[src/rtl/mem_dump_pkg.sv]
// Shared definitions for the memory read-back dumper: FSM state codes, UART frame
// constants and the CRC-8 byte update used when MEM_DUMP_CRC_EN is defined.
package mem_dump_pkg;

  localparam logic [2:0] S_IDLE    = 3'd0;
  localparam logic [2:0] S_LOAD    = 3'd1;
  localparam logic [2:0] S_SEND_HI = 3'd2;
  localparam logic [2:0] S_SEND_LO = 3'd3;
  localparam logic [2:0] S_NEXT    = 3'd4;
  localparam logic [2:0] S_CRC     = 3'd5;
  localparam logic [2:0] S_FINISH  = 3'd6;

  localparam logic START_BIT = 1'b0;
  localparam logic STOP_BIT  = 1'b1;
  localparam int   DATA_BITS = 8;

  localparam logic [7:0] CRC8_POLY = 8'h07;

  // CRC-8, MSB first, whole byte folded in before the eight shift steps.
  function automatic logic [7:0] crc8_update(input logic [7:0] crc, input logic [7:0] data);
    logic [7:0] c;
    c = crc ^ data;
    for (int i = 0; i < 8; i++) begin
      c = c[7] ? ((c << 1) ^ CRC8_POLY) : (c << 1);
    end
    return c;
  endfunction

endpackage

[src/rtl/mem_uart_dumper_uart_tx_byte.sv]
// UART 8N1 byte transmitter. A load may be issued while idle or in the cycle ready
// is high, so back-to-back frames come out with no idle gap.
module uart_tx_byte
  import mem_dump_pkg::*;
#(
  parameter int CLK_DIV = 16
) (
  input  logic       clk,
  input  logic       reset,
  input  logic       load,
  input  logic [7:0] data,
  output logic       tx,
  output logic       ready
);

  localparam int BW = $clog2(CLK_DIV);
  localparam logic [BW-1:0] BAUD_LAST = BW'(CLK_DIV - 1);
  localparam logic [3:0]    BIT_LAST  = 4'(DATA_BITS + 1);

  logic          active_q, active_d;
  logic [BW-1:0] baud_q, baud_d;
  logic [3:0]    bit_q, bit_d;
  logic [9:0]    shift_q, shift_d;
  logic          bit_end;

  assign bit_end = active_q && (baud_q == BAUD_LAST);
  assign ready   = bit_end && (bit_q == BIT_LAST);
  assign tx      = active_q ? shift_q[0] : STOP_BIT;

  always_comb begin
    active_d = active_q;
    baud_d   = baud_q;
    bit_d    = bit_q;
    shift_d  = shift_q;
    if (load) begin
      active_d = 1'b1;
      baud_d   = '0;
      bit_d    = '0;
      shift_d  = {STOP_BIT, data, START_BIT};
    end else if (active_q) begin
      if (bit_end) begin
        baud_d = '0;
        if (ready) begin
          active_d = 1'b0;
        end else begin
          bit_d   = bit_q + 4'd1;
          shift_d = {STOP_BIT, shift_q[9:1]};
        end
      end else begin
        baud_d = baud_q + BW'(1);
      end
    end
  end

  always_ff @(posedge clk or negedge reset) begin
    if (!reset) begin
      active_q <= 1'b0;
      baud_q   <= '0;
      bit_q    <= '0;
      shift_q  <= '1;
    end else begin
      active_q <= active_d;
      baud_q   <= baud_d;
      bit_q    <= bit_d;
      shift_q  <= shift_d;
    end
  end

endmodule

[src/rtl/mem_uart_dumper.sv]
// Walks the data memory and streams every word over UART, high byte first.
// Defining MEM_DUMP_CRC_EN appends a CRC-8 byte over everything sent.
module mem_uart_dumper
  import mem_dump_pkg::*;
#(
  parameter int CLK_DIV = 16,
  parameter int ADDR_W  = 4
) (
  input  logic              clk,
  input  logic              reset,
  input  logic              start,
  output logic [ADDR_W-1:0] mem_addr,
  input  logic [15:0]       mem_rdata,
  output logic              tx,
  output logic              busy,
  output logic              done,
  output logic [2:0]        dbg_state
);

  localparam logic [ADDR_W-1:0] ADDR_LAST = '1;

  logic [2:0]        state_q, state_d;
  logic [ADDR_W-1:0] addr_q, addr_d;
  logic [15:0]       word_q, word_d;
  logic              busy_q, busy_d;
  logic              done_q, done_d;
  logic              inflight_q, inflight_d;
  logic              tx_load, tx_ready, can_load;
  logic [7:0]        tx_data;
`ifdef MEM_DUMP_CRC_EN
  logic [7:0]        crc_q, crc_d;
`endif

  // The transmitter is free when nothing is in flight or its stop bit ends now.
  assign can_load = !inflight_q || tx_ready;

  always_comb begin
    state_d = state_q;
    addr_d  = addr_q;
    word_d  = word_q;
    busy_d  = busy_q;
    done_d  = 1'b0;
    tx_load = 1'b0;
    tx_data = word_q[15:8];
`ifdef MEM_DUMP_CRC_EN
    crc_d   = crc_q;
`endif
    case (state_q)
      S_IDLE: if (start) begin
        state_d = S_LOAD;
        busy_d  = 1'b1;
`ifdef MEM_DUMP_CRC_EN
        crc_d   = '0;
`endif
      end
      S_LOAD: begin
        word_d  = mem_rdata;
        state_d = S_SEND_HI;
      end
      S_SEND_HI: if (can_load) begin
        tx_load = 1'b1;
        tx_data = word_q[15:8];
        state_d = S_SEND_LO;
`ifdef MEM_DUMP_CRC_EN
        crc_d   = crc8_update(crc_q, word_q[15:8]);
`endif
      end
      S_SEND_LO: if (can_load) begin
        tx_load = 1'b1;
        tx_data = word_q[7:0];
        state_d = S_NEXT;
`ifdef MEM_DUMP_CRC_EN
        crc_d   = crc8_update(crc_q, word_q[7:0]);
`endif
      end
      S_NEXT: begin
        if (addr_q == ADDR_LAST) begin
`ifdef MEM_DUMP_CRC_EN
          state_d = S_CRC;
`else
          state_d = S_FINISH;
`endif
        end else begin
          addr_d  = addr_q + ADDR_W'(1);
          state_d = S_LOAD;
        end
      end
`ifdef MEM_DUMP_CRC_EN
      S_CRC: if (can_load) begin
        tx_load = 1'b1;
        tx_data = crc_q;
        state_d = S_FINISH;
      end
`endif
      S_FINISH: if (tx_ready) begin
        done_d  = 1'b1;
        busy_d  = 1'b0;
        addr_d  = '0;
        state_d = S_IDLE;
      end
      default: state_d = S_IDLE;
    endcase
    inflight_d = tx_load ? 1'b1 : (tx_ready ? 1'b0 : inflight_q);
  end

  always_ff @(posedge clk or negedge reset) begin
    if (!reset) begin
      state_q    <= S_IDLE;
      addr_q     <= '0;
      word_q     <= '0;
      busy_q     <= 1'b0;
      done_q     <= 1'b0;
      inflight_q <= 1'b0;
    end else begin
      state_q    <= state_d;
      addr_q     <= addr_d;
      word_q     <= word_d;
      busy_q     <= busy_d;
      done_q     <= done_d;
      inflight_q <= inflight_d;
    end
  end

`ifdef MEM_DUMP_CRC_EN
  always_ff @(posedge clk or negedge reset) begin
    if (!reset) crc_q <= '0;
    else        crc_q <= crc_d;
  end
`endif

  uart_tx_byte #(.CLK_DIV(CLK_DIV)) u_tx (
    .clk   (clk),
    .reset (reset),
    .load  (tx_load),
    .data  (tx_data),
    .tx    (tx),
    .ready (tx_ready)
  );

  assign mem_addr  = addr_q;
  assign busy      = busy_q;
  assign done      = done_q;
  assign dbg_state = state_q;

endmodule

[config.mk]
export PLATFORM = sky130hd
export DESIGN_NAME = mem_uart_dumper
export DESIGN_NICKNAME = d
export VERILOG_FILES = /design/src/rtl/mem_dump_pkg.sv /design/src/rtl/mem_uart_dumper_uart_tx_byte.sv /design/src/rtl/mem_uart_dumper.sv
export SDC_FILE = /design/constraint.sdc
export NUM_CORES = 1
export LEC_CHECK = 0
export ABC_AREA = 1
export ABC_CLOCK_PERIOD_IN_PS = 1680
export CORE_MARGIN = 3
export CORE_UTILIZATION = 30
export DETAILED_ROUTE_END_ITERATION = 6
export PLACE_DENSITY = 0.46
export SLEW_MARGIN = 20
export SYNTH_ARGS = -nofsm -noshare
export SYNTH_HDL_FRONTEND = slang
export SYNTH_SLANG_ARGS = --single-unit
export TNS_END_PERCENT = 5
[constraint.sdc]
create_clock -name clk -period 1.68 [get_ports clk]
set_input_delay 0.168 -clock clk [delete_from_list [all_inputs] [get_ports clk]]
set_output_delay 0.168 -clock clk [all_outputs]
set_load 0.02 [all_outputs]
==> impl_metrics.tcl <==
set metrics [dict create \
    clock_sinks 44 \
    finClkSkew_ns 0.00881 \
    post-place-cells 386 \
    die_area_um2 8350 \
    syn-instance-count 261 \
    sw_frac_of_total_pct 39.3 \
    slowest_stage "clkdlybuf4s50_1" \
    firstDrtPassIters 4 \
    worstSetupStartpointType "register" \
    worstPathRequired_ns 1.51 \
    crit_path_max_fanout 5 \
    ant_nets 0 \
    slowest_delay_ns 0.65 \
    cts_tree "done" \
    ios 29 \
    yosys_warnings 0 \
    yosysUniqueCellTypes 29 \
    worstPathCellList "clkdlybuf4s50_1" \
    synth_fa_ha_area_share_pct 2.29 \
    synth-seq-cells 44 \
    p_comb_share_pct 41.7 \
    pwr-share-seq_pct 40.0 \
    first_iter_violations 116 \
    antenna_cells 0 \
    critical_path_class "register to output pin" \
    clk_latency_ns 0.30 \
    core_um2 6940 \
    critical_path_buf_inv_count 1 \
    switchingPower_w 0.00185 \
    status "complete, no violations" \
    layout_min_cycle_time_ns 1.59 \
    ys_seq_area_share_pct 50.8 \
    avgSynthCellArea_um2 8.38 \
    synth_top_family_by_area "simple AND/OR/NAND/NOR gates" \
    endpoint_kind "output pin" \
    layout_common_cells "69 x nand2_1, 35 x dfrtp_1, 29 x nor2_1, 26 x clkdlybuf4s50_1, 23 x inv_1" \
    final_common_cell "nand2_1" \
    hold_slack_ns 0.378 \
    post-route-period-util_pct 94.5 \
    busiest_layer "met1" \
    path_delay_family "buffers and inverters" \
    power_leakage_nw 1.33 \
    grt_use_met2_pct 19.0 \
    fin_tns_setup_ns 0 \
    synth_compound_area_share_pct 9.49 \
    initial_core_util_pct 31.5 \
    die_x_um 91.4 \
    yosys.area.top_type "dfrtp_1" \
    die_h_um 91.4 \
    maxCapViolCount 0 \
    grt_pass1_vias 1756 \
    grt_max_degree 45 \
    h-tree-depth 2 \
    grt_pass1_wl_um 8770 \
    syn_area_um2 2190 \
    antenna_found_initial 0 \
    track_usage_pct 13.0 \
    cp.depth 1 \
    port_buffers 28 \
    cp_data_arrival_time_ns 1.42 \
    clockRootBuffer "clkbuf_8" \
    worstHoldPathType "input pin to async pin" \
    drive_gt1_share_pct 14.6 \
    dpl.hpwl_um 3490 \
    maxSlewViolCount 0 \
    worstRegToRegCells 10 \
    drt-vias-per-instance 4.52 \
    finalHoldViolations 0 \
    finalSetupViolCount 0 \
    rsz0062_at_grt "yes" \
    max_freq_mhz 630 \
    tightestPinTransition_ns 0.273 \
    synth_area_leaders "dfrtp_1 40%, nand2_1 12%, dfstp_2 11%, nor2_1 5.0%, o21ai_0 4.1%" \
    syn_to_final_growth_pct 28.3 \
    p_int_w 0.00286 \
    drc 0 \
    ir_worst_vdd_v 0.000491 \
    synth_top_area_share_pct 40.0 \
    grtUsageMet3_pct 2.90 \
    wl_per_cell_um 12.3 \
    yosys.area_share.simple_pct 28.8 \
    clkTransAtPathRegs_ns 0.09 \
    final_util_pct 40.4 \
    instances_no_fill 398 \
    synth-xor-area-share_pct 2.00 \
    muxShareOfSynthArea_pct 0 \
    drt_wl_total_um 4890 \
    place_congestion 0.832 \
    power_density_nw_per_um2 1680 \
    grt_overflow 0 \
    vias 1797 \
    syn-num-nets 284 \
    cts_buffers 5 \
    layout.nets 324 \
    gr-usage-met1_pct 19.2 \
    clock_power_share_pct 18.3 \
    clock_path_buffers 2 \
    slew_headroom_pct 81.7 \
    fp-row-count 30 \
]
## repair_timing
action,CTS,global route
cloned,0,0
resized for setup,1,7
hold buffers,1,0
setup endpoints to repair,1,16
pin swaps,0,4
buffers inserted,0,3
endpoints found under the hold margin,35,0
## power by group through the flow
stage / Combinational [W] / Clock, W / Sequential [W]
floorplan: 0.00129 / 0 / 0.00191
detailed placement: 0.00191 / 0 / 0.00191
CTS: 0.00191 / 0.000902 / 0.00189
global route: 0.00229 / 0.000953 / 0.00195
finish: 0.00196 / 0.000863 / 0.00189
global placement: 0.00193 / 0 / 0.00190
## kinds of logic after synthesis
| group | Yosys count |
|---|---|
| xor+xnor | 5 |
| buf+inv | 35 |
| flops | 44 |
| fa+ha+maj | 4 |
| compound gates | 35 |
| simple gates | 138 |
## sequential cells by signal, indices dropped and copies added (netlist names), 3 cells and up
| signal | flops |
|---|---|
| dbg_state | 3 |
| u_tx.shift_q | 9 |
| mem_addr | 4 |
| u_tx.bit_q | 4 |
| word_q | 16 |
| u_tx.baud_q | 4 |
## through the flow
step | total power [W] | instance area, um^2 | setup slack (ns)
2_1_floorplan | 0.00319 | 2190 | 0.181
3_3_place_gp | 0.00383 | 2620 | -0.00824
3_5_place_dp | 0.00382 | 2620 | 0.0249
4_1_cts | 0.00470 | 2750 | 0.00986
5_1_grt | 0.00519 | 2810 | -0.0205
6_report | 0.00471 | 2810 | 0.0924
## routing by layer
layer  up-vias  part of all wire, %
met5         -                    0
met4         0                 0.86
met3         4                  3.9
met2        39                   44
met1       824                   51
li1        930                    -
## area by class of cell
type / instances / area [um^2]
fill: 698 / 4140
sequential: 44 / 1110
inverter: 27 / 101
multi-input combinational: 182 / 958
clock inverter: 2 / 38.8
timing repair buffer: 41 / 394
tap: 96 / 120
clock buffer: 6 / 82.6
## Yosys cell counts, drive strengths merged
library cell and number:
dfrtp 35, nor2 31, a22o 1, a31oi 2, o22ai 2, ha 4, inv 26, nor3 1
xor2 5, o21ai 19, dfstp 9, o211ai 7, nand3 17, nand4 13, or2 1, a22oi 1
a21oi 3, nand2 75, clkinv 1, buf 5, clkbuf 3
## path summary, 6_finish.rpt
kind                                      startpoint                          end  slack (ns)
setup / recovery            dbg_state[2]$_DFFE_PN0P_                 dbg_state[2]        0.09
hold / removal                                 reset             busy$_DFFE_PN0P_        0.38
setup reg to reg           u_tx.bit_q[1]$_DFFE_PN0P_  u_tx.shift_q[2]$_DFFE_PN1P_        0.10
hold reg to reg               word_q[15]$_DFFE_PN0P_       word_q[15]$_DFFE_PN0P_        0.48
max in group asynchronous                      reset  u_tx.shift_q[1]$_DFFE_PN1P_        1.00
min in group clk                        mem_rdata[5]        word_q[5]$_DFFE_PN0P_        0.40
Power figures use the tool's default switching activity.
